## config.mk

```make
export PLATFORM = sky130hd
export DESIGN_NAME = ram_req_ctrl
export DESIGN_NICKNAME = d
export VERILOG_FILES = /design/src/rtl/ram_req_ctrl.sv
export SDC_FILE = /design/constraint.sdc
export NUM_CORES = 1
export LEC_CHECK = 0
export ABC_CLOCK_PERIOD_IN_PS = 3700
export CORE_MARGIN = 8
export CORE_UTILIZATION = 45
export DETAILED_ROUTE_END_ITERATION = 12
export PLACE_DENSITY = 0.69
export SKIP_CTS_REPAIR_TIMING = 1
export SLEW_MARGIN = 40
export SYNTH_ARGS = -nofsm -noshare
export SYNTH_HDL_FRONTEND = slang
export SYNTH_SLANG_ARGS = --single-unit
```

## constraint.sdc

```tcl
create_clock -name clk -period 3.7 [get_ports clk]
set_input_delay 1.11 -clock clk [delete_from_list [all_inputs] [get_ports clk]]
set_output_delay 1.11 -clock clk [all_outputs]
set_load 0.02 [all_outputs]
```

## src/rtl/ram_req_ctrl.sv

```systemverilog
// ram_req_ctrl: single-port word RAM behind a valid/ready request channel
// and a valid/ready read-response channel.
// After reset an INIT sequence clears every word, one address per cycle,
// and then raises init_done. A read answers one cycle after it is accepted,
// and the response is held until the consumer takes it. While a response is
// completing, the next request can be accepted in the same cycle.
// Optional build macro RAM_PARITY_EN adds a stored even-parity bit per word.
// rsp_err flags a parity mismatch on the response.
// par_flip corrupts the stored parity bit on a write, so the error path can
// be exercised. Without the macro, par_flip is ignored and rsp_err is 0.
module ram_req_ctrl #(
   parameter int ADDR_WIDTH = 6,
   parameter int DATA_WIDTH = 8,
   parameter int DEPTH      = 64
) (
   input  logic                  clk,
   input  logic                  rst_n,
   input  logic                  req_valid,
   output logic                  req_ready,
   input  logic                  req_we,
   input  logic [ADDR_WIDTH-1:0] req_addr,
   input  logic [DATA_WIDTH-1:0] req_wdata,
   output logic                  rsp_valid,
   input  logic                  rsp_ready,
   output logic [DATA_WIDTH-1:0] rsp_data,
   output logic                  init_done,
   input  logic                  par_flip,
   output logic                  rsp_err
);

`ifdef RAM_PARITY_EN
   localparam int WORD_W = DATA_WIDTH + 1;

   // Even parity: the stored bit makes the total count of ones even.
   function automatic logic calc_parity(input logic [DATA_WIDTH-1:0] data);
      return ^data;
   endfunction
`else
   localparam int WORD_W = DATA_WIDTH;
`endif

   localparam logic [ADDR_WIDTH-1:0] LAST_ADDR = ADDR_WIDTH'(DEPTH - 1);

   typedef enum logic [1:0] {
      INIT = 2'd0,
      IDLE = 2'd1,
      RESP = 2'd2
   } state_t;

   logic [WORD_W-1:0]     mem_r [DEPTH];
   state_t                state_r,     state_nxt_s;
   logic [ADDR_WIDTH-1:0] clr_cnt_r,   clr_cnt_nxt_s;
   logic                  init_done_r, init_done_nxt_s;
   logic                  rsp_valid_r, rsp_valid_nxt_s;
   logic [DATA_WIDTH-1:0] rsp_data_r,  rsp_data_nxt_s;
   logic                  rsp_err_r,   rsp_err_nxt_s;
   logic                  req_ready_s;
   logic                  mem_we_s;
   logic [ADDR_WIDTH-1:0] mem_addr_s;
   logic [WORD_W-1:0]     mem_wdata_s;
   logic [WORD_W-1:0]     mem_q_s;
   logic [WORD_W-1:0]     wr_word_s;
   logic                  rd_err_s;

   assign mem_q_s = mem_r[req_addr];

`ifdef RAM_PARITY_EN
   assign wr_word_s = {calc_parity(req_wdata) ^ par_flip, req_wdata};
   assign rd_err_s  = mem_q_s[DATA_WIDTH] != calc_parity(mem_q_s[DATA_WIDTH-1:0]);
`else
   logic unused_par_flip_s;
   assign unused_par_flip_s = par_flip;
   assign wr_word_s         = req_wdata;
   assign rd_err_s          = 1'b0;
`endif

   // Next-state, memory-port and next-output decode for the INIT/IDLE/RESP FSM.
   always_comb begin
      state_nxt_s     = state_r;
      clr_cnt_nxt_s   = clr_cnt_r;
      init_done_nxt_s = init_done_r;
      rsp_valid_nxt_s = rsp_valid_r;
      rsp_data_nxt_s  = rsp_data_r;
      rsp_err_nxt_s   = rsp_err_r;
      req_ready_s     = 1'b0;
      mem_we_s        = 1'b0;
      mem_addr_s      = req_addr;
      mem_wdata_s     = wr_word_s;
      case (state_r)
         INIT: begin
            mem_we_s    = 1'b1;
            mem_addr_s  = clr_cnt_r;
            mem_wdata_s = {WORD_W{1'b0}};
            if (clr_cnt_r == LAST_ADDR) begin
               state_nxt_s     = IDLE;
               clr_cnt_nxt_s   = {ADDR_WIDTH{1'b0}};
               init_done_nxt_s = 1'b1;
            end else begin
               clr_cnt_nxt_s = clr_cnt_r + ADDR_WIDTH'(1);
            end
         end
         IDLE: begin
            req_ready_s = 1'b1;
            if (req_valid && req_we) begin
               mem_we_s = 1'b1;
            end else if (req_valid) begin
               state_nxt_s     = RESP;
               rsp_valid_nxt_s = 1'b1;
               rsp_data_nxt_s  = mem_q_s[DATA_WIDTH-1:0];
               rsp_err_nxt_s   = rd_err_s;
            end else begin
               state_nxt_s = IDLE;
            end
         end
         RESP: begin
            // The response retires in the same cycle that frees the request port.
            req_ready_s = rsp_ready;
            if (rsp_ready && req_valid && !req_we) begin
               rsp_data_nxt_s = mem_q_s[DATA_WIDTH-1:0];
               rsp_err_nxt_s  = rd_err_s;
            end else if (rsp_ready) begin
               mem_we_s        = req_valid;
               state_nxt_s     = IDLE;
               rsp_valid_nxt_s = 1'b0;
            end else begin
               state_nxt_s = RESP;
            end
         end
         default: begin
            state_nxt_s = INIT;
         end
      endcase
   end

   // Control and response registers; reset discards any pending response and restarts the clear.
   always_ff @(posedge clk or negedge rst_n) begin
      if (!rst_n) begin
         state_r     <= INIT;
         clr_cnt_r   <= {ADDR_WIDTH{1'b0}};
         init_done_r <= 1'b0;
         rsp_valid_r <= 1'b0;
         rsp_data_r  <= {DATA_WIDTH{1'b0}};
         rsp_err_r   <= 1'b0;
      end else begin
         state_r     <= state_nxt_s;
         clr_cnt_r   <= clr_cnt_nxt_s;
         init_done_r <= init_done_nxt_s;
         rsp_valid_r <= rsp_valid_nxt_s;
         rsp_data_r  <= rsp_data_nxt_s;
         rsp_err_r   <= rsp_err_nxt_s;
      end
   end

   // Storage array: a single write per cycle; its contents are set by the INIT clear, not by reset.
   always_ff @(posedge clk) begin
      if (mem_we_s) begin
         mem_r[mem_addr_s] <= mem_wdata_s;
      end
   end

   assign req_ready = req_ready_s;
   assign rsp_valid = rsp_valid_r;
   assign rsp_data  = rsp_data_r;
   assign rsp_err   = rsp_err_r;
   assign init_done = init_done_r;

endmodule

```

==> results.py, run 1 <==
metrics = {
    "global_routing": {
        "grtUsageTotal_pct": 16.6,
        "grt_overflow": 0,
        "grt_max_degree": 69,
        "grt_pass1_vias": 10700,
        "grt_pass1_wl_um": 67700,
        "antenna_found_initial": 2,
    },
    "synthesis": {
        "yosys.area_share.simple_pct": 4.05,
        "syn_area_um2": 21100,
        "synth_fp_nets": 1155,
        "syn_area_per_cell_um2": 18.7,
        "synth_cell_types": 38,
        "synth_xor_area_share_pct": 0.0829,
        "yosys-top-cells-count": "512 x edfxtp_1, 148 x mux2i_1, 71 x nor2_1, 56 x a22oi_1, 52 x nand2_1",
        "synthCells": 1130,
        "synth_mux_area_share_pct": 15.4,
        "ys_seq_area_share_pct": 74.9,
        "synth_top_family_by_area": "multiplexers",
        "synth_compound_area_share_pct": 3.63,
        "synth_edf_count": 512,
        "synth_top_area_share_pct": 72.8,
        "synthAdderAreaFrac_pct": 0.296,
        "async_reset_ff_share_pct": 3.40,
        "yosysTopAreaCell": "edfxtp_1",
        "yosys_warnings": 0,
        "ys.flop_type": "edfxtp_1",
        "ys_ff_latch": 530,
        "synthTopCellsByArea": "edfxtp_1 73%, mux2i_1 7.0%, mux4_2 5.1%, mux4_1 3.0%, dfrtp_1 2.1%",
        "yosysMostFrequentCell": "edfxtp_1",
    },
    "floorplan": {
        "die_h_um": 233,
        "ios": 32,
        "core-area_um2": 46500,
        "die-area_um2": 54100,
        "row_count": 79,
        "initial_core_util_pct": 45.5,
        "die_w_um": 233,
    },
    "timing": {
        "worst_slack_ns": 0.0960,
        "timing.final.setup_violations": 0,
        "clock_skew_ns": 0.0225,
        "slew_headroom_pct": 51.5,
        "drv_slew": 0,
        "period_needed_ns": 3.60,
        "rsz0062_at_grt": "false",
        "fin_crit_sh_pct": 97.4,
        "hold_violations": 0,
        "fmax_ghz": 0.277,
        "fin_tns_setup_ns": 0,
        "worst_pin_slew_ns": 0.727,
    },
    "pwr": {
        "ir_drop_mv": 0.328,
        "internal_power_mw": 9.35,
        "seqPwrFrac_pct": 55.8,
        "sw_frac_of_total_pct": 19.4,
        "p_comb_share_pct": 2.8,
        "p_leak_nw": 7.43,
        "switchingPower_mw": 2.25,
        "power_mw": 11.6,
        "pwr-share-clk_pct": 41.3,
        "powerDensity_nw_per_um2": 477,
    },
    "worst_setup_path": {
        "end_kind": "output pin",
        "rr_endpoint": "mem_r[32][5]",
        "start_kind": "primary input",
        "crit_path_max_fanout": 4,
        "rr_startpoint": "state_r[0]",
        "rrSetupSlack_ns": 0.79,
        "arrival_ns": 2.49,
        "crit_type": "primary input to output pin",
        "required_ns": 2.59,
        "rr_worst_depth": 8,
    },
    "min_path": {
        "hold_class": "primary input to async pin",
    },
    "final_layout": {
        "multi_input_comb_area_um2": 5020,
        "fillCellCount": 3620,
        "final_util_pct": 52.4,
        "synthToLayoutAreaGrowth_pct": 15.2,
        "num-nets-final": 1277,
        "finalNonFillerCells": 1895,
        "seq_area_um2": 15800,
        "diodes": 0,
        "drive_above_1_share_pct": 18.1,
    },
    "routing": {
        "first_iter_violations": 1100,
        "viasPerCell": 5.69,
        "wl_per_cell_um": 23.7,
        "num_vias": 10800,
        "dr.pass1.iters": 5,
        "wl_um": 44800,
        "drtAntennaViolNets": 0,
        "drc": 0,
    },
    "placed_design": {
        "gp_congestion": 0.845,
        "pre_cts_slack_ns": 0.0974,
        "dpl.hpwl_um": 27700,
        "place_inst": 1807,
        "port_buffers": 29,
    },
    "clock_network": {
        "ctsHtreeMaxLevel": 2,
        "cts_buffers": 50,
        "clock_latency_ns": 0.57,
        "cts_tree": "done",
        "root_buffer": "clkbuf_16",
        "clkTransAtPathRegs_ns": 0.06,
        "clk_path_buf_depth": 3,
        "cts_sinks": 530,
    },
    "outcome": {
        "status": "complete, no violations",
    },
    "run": {
        "drv_cap": 0,
    },
}
cell type report:
class,instances,share of cell area (%)
Clock buffer,64,5.62
Clock inverter,24,0.658
Sequential cell,530,65.0
Timing Repair Buffer,129,4.80
Multi-Input combinational cell,533,20.6
Inverter,8,0.123
Tap cell,607,3.12
cell usage in the layout, fill, tap and decap left out, types with 25 or more instances in the layout:
cell type,count
edfxtp_1,512
mux2i_1,148
clkdlybuf4s50_1,25
a22oi_1,56
nand3_1,35
nand2_1,52
nor2_1,70
clkbuf_16,53
buf_4,89
mux4_2,48
state kept, by name, indices dropped and copies added (netlist names):
| name | count |
|---|---|
| init_done | 1 |
| rsp_valid | 1 |
| rsp_data | 8 |
| state_r | 2 |
| mem_r | 512 |
| clr_cnt_r | 6 |
worst max-delay path, cell delays in order:
cell and delay (ns):
clkdlybuf4s50_1 0.52, a21o_1 0.15, and2_1 0.12, clkdlybuf4s50_1 0.60
metrics by stage:
stage | instance area, µm² | hold slack [ns]
floorplan | 21100 | 0.488
CTS | 24300 | 0.516
finish | 24300 | 0.470
detailed placement | 22800 | 0.503
global route | 24300 | 0.474
global placement | 22800 | 0.506
layer usage:
metal  part of all wire (%)  vias up  global-route usage [%]
met2                     47      400                    26.2
met1                     43     5521                    23.4
met4                    2.4        2                    4.91
met5                  0.027        -                       0
li1                       -     4798                       -
met3                    7.6       69                    3.08
power groups by stage:
stage               Combinational [mW]  Clock, mW  Sequential (mW)
finish                           0.328       4.80             6.48
global route                     0.343       5.11             6.47
CTS                              0.329       4.88             6.48
detailed placement               0.328          0             6.60
global placement                 0.324          0             6.60
floorplan                        0.217          0             6.60
cell families (layout without fill, tap and decap cells):
family / count (synthesis) / count (layout)
compound gates: 110 / 110
simple gates: 190 / 190
flops: 530 / 530
xor+xnor: 2 / 2
fa+ha+maj: 5 / 5
buf+inv: 67 / 225
mux: 225 / 225
other cells: 1 / 1
worst max path at each step:
stage	startpoint	to	slack (ns)
6_report	rsp_ready	req_ready	0.1
5_1_grt	rsp_ready	req_ready	0.02
4_1_cts	rsp_ready	req_ready	0.09
3_5_place_dp	rsp_ready	req_ready	0.1
3_3_place_gp	rsp_ready	req_ready	0.1
2_1_floorplan	state_r[0]	mem_r[0][0]	0.30
No activity file was read; power rests on OpenSTA's default activity.
==> run 2, diff against run 1 <==
--- a/config.mk
+++ b/config.mk
@@ -6,9 +6,11 @@
 export NUM_CORES = 1
 export LEC_CHECK = 0
 export ABC_CLOCK_PERIOD_IN_PS = 3700
-export CORE_MARGIN = 8
+export CAP_MARGIN = 30
+export CORE_MARGIN = 1.5
 export CORE_UTILIZATION = 45
 export DETAILED_ROUTE_END_ITERATION = 12
+export GPL_TIMING_DRIVEN = 0
 export PLACE_DENSITY = 0.69
 export SKIP_CTS_REPAIR_TIMING = 1
 export SLEW_MARGIN = 40
==> run 2 against run 1 <==
  * Critical endpoint is now mem_r[17][1]
  * Setup slack got worse by 0.082 ns
  * Power increased by 1.2%
  * Clock power up 3%
  * Largest power group unchanged
  * Non-clock buffer count decreased by 23
  * Via count rose by 1.5%
  * Largest cell class unchanged
==> results.py, run 2 (synthesis gave the netlist of run 1 again) <==
metrics = {
    "global_routing": {
        "grt_overflow": 0,
        "grt_pass1_wl_um": 69500,
        "antenna_found_initial": 0,
        "grtUsageTotal_pct": 20.0,
        "grt_max_degree": 29,
        "grt_pass1_vias": 11000,
    },
    "timing": {
        "clock_skew_ns": 0.0200,
        "fmax_ghz": 0.271,
        "rsz0062_at_grt": "true",
        "drv_slew": 0,
        "fin_tns_setup_ns": 0,
        "slew_headroom_pct": 46.7,
        "worst_pin_slew_ns": 0.797,
        "hold_violations": 0,
        "period_needed_ns": 3.69,
        "fin_crit_sh_pct": 99.6,
        "whs_ns": 0.469,
        "worst_slack_ns": 0.0136,
        "timing.final.setup_violations": 0,
    },
    "pwr": {
        "power_mw": 11.7,
        "powerDensity_nw_per_um2": 481,
        "p_leak_nw": 7.28,
        "ir_drop_mv": 0.345,
    },
    "floorplan": {
        "ios": 32,
        "die_w_um": 220,
        "die-area_um2": 48200,
        "die_h_um": 220,
        "row_count": 79,
        "initial_core_util_pct": 45.5,
        "core-area_um2": 46500,
    },
    "final_layout": {
        "drive_above_1_share_pct": 18.3,
        "fillCellCount": 3623,
        "final_cell_area_um2": 24400,
        "num-nets-final": 1254,
        "final_util_pct": 52.5,
        "diodes": 0,
        "synthToLayoutAreaGrowth_pct": 15.5,
        "largest_register_ffs": 512,
        "seq_area_um2": 15800,
        "finalNonFillerCells": 1878,
        "layout_commonest_cell": "edfxtp_1",
        "layout_common_cells": "512 x edfxtp_1, 148 x mux2i_1, 56 x a22oi_1, 52 x nand2_1, 50 x clkbuf_16",
        "multi_input_comb_area_um2": 5140,
        "top_register": "mem_r",
    },
    "worst_setup_path": {
        "end_kind": "register",
        "rr_worst_depth": 8,
        "required_ns": 3.89,
        "crit_type": "primary input to register",
        "crit_chain": "buf_2, buf_4, buf_2, mux2i_1, nor3_1, nand2_1, nor2_1",
        "critical_path.slowest_cell": "nor2_1",
        "max_stage_delay_ns": 0.76,
        "crit_path_max_fanout": 10,
        "arrival_ns": 3.87,
        "start_kind": "primary input",
        "crit_top_cell": "buf_2",
    },
    "outcome": {
        "status": "complete, no violations",
    },
    "routing": {
        "wl_um": 47700,
        "first_iter_violations": 1184,
        "dr.pass1.iters": 6,
        "top_layer": "met4",
        "wl_met2_um": 22900,
        "wl_met1_um": 19600,
        "viasPerCell": 5.83,
        "num_vias": 11000,
        "wl_per_cell_um": 25.4,
        "drc": 0,
        "wl_met3_um": 3960,
        "drtAntennaViolNets": 0,
    },
    "placed_design": {
        "place_inst": 1784,
        "pre_cts_slack_ns": -0.637,
        "port_buffers": 26,
        "dpl.hpwl_um": 32400,
        "gp_congestion": 0.926,
        "dpl_cell_area_um2": 22700,
    },
    "clock_network": {
        "root_buffer": "clkbuf_16",
        "cts_buffers": 50,
        "ctsHtreeMaxLevel": 2,
        "clock_latency_ns": 0.58,
        "clkTransAtPathRegs_ns": 0.07,
        "cts_sinks": 530,
        "cts_tree": "done",
        "clk_path_buf_depth": 3,
    },
    "run": {
        "drv_cap": 0,
    },
    "min_path": {
        "hold_class": "primary input to async pin",
    },
}
==> run 2: cell count changes in the layout (fill, tap and decap cells not counted), sizes merged <==
cell and change:
bufinv +1, buf -50, clkdlybuf4s50 -1, clkbuf +28, clkinv +4, inv +2, dlymetal6s2s +1, clkinvlp -2
==> run 2: final cells by class <==
| type | instances | share of cell area, % |
|---|---|---|
| repair buffers | 47 | 3.07 |
| inverters | 8 | 0.123 |
| flip-flops and latches | 530 | 64.9 |
| plain buffers | 59 | 1.27 |
| clock inverters | 29 | 0.929 |
| multi-input cells | 533 | 21.1 |
| well taps | 607 | 3.11 |
| clock buffers | 65 | 5.53 |
==> run 2: worst max-delay path, delay by kind of cell <==
family | cells | cell delay [ns]
buffers and inverters | 3 | 0.94
and+or+nand+nor | 3 | 1.67
muxes | 1 | 0.15
==> run 2: final timing paths <==
| kind | start | end | slack (ns) |
|---|---|---|---|
| worst min-delay path | rst_n | clr_cnt_r[2] | 0.47 |
| min in group clk | clr_cnt_r[4] | clr_cnt_r[4] | 0.53 |
| worst min register to register | clr_cnt_r[4] | clr_cnt_r[4] | 0.53 |
| worst max register to register | state_r[0] | mem_r[15][2] | 0.08 |
| worst max-delay path | req_addr[0] | mem_r[17][1] | 0.01 |
| max in group asynchronous | rst_n | rsp_valid | 2.93 |
==> run 2: power by group <==
| part | internal, mW | leakage (nW) | switching [mW] |
|---|---|---|---|
| clock network | 2.78 | 0.774 | 2.14 |
| logic | 0.137 | 2.42 | 0.206 |
| registers | 6.48 | 4.09 | 0 |
==> run 2: per-layer routing <==
metal  up-vias  global-route usage, %
li1       4773                      -
met1      5637                   27.2
met2       459                   32.6
met3        83                   4.20
met4         0                   6.35
met5         -                      0
==> run 3, diff against run 2 <==
--- a/config.mk
+++ b/config.mk
@@ -5,10 +5,10 @@
 export SDC_FILE = /design/constraint.sdc
 export NUM_CORES = 1
 export LEC_CHECK = 0
-export ABC_CLOCK_PERIOD_IN_PS = 3700
 export CAP_MARGIN = 30
 export CORE_MARGIN = 1.5
 export CORE_UTILIZATION = 45
+export CTS_CLUSTER_SIZE = 14
 export DETAILED_ROUTE_END_ITERATION = 12
 export GPL_TIMING_DRIVEN = 0
 export PLACE_DENSITY = 0.69
==> results of run 3 <==
Same layout as run 2: the final DEF is identical, and so are final timing and power.
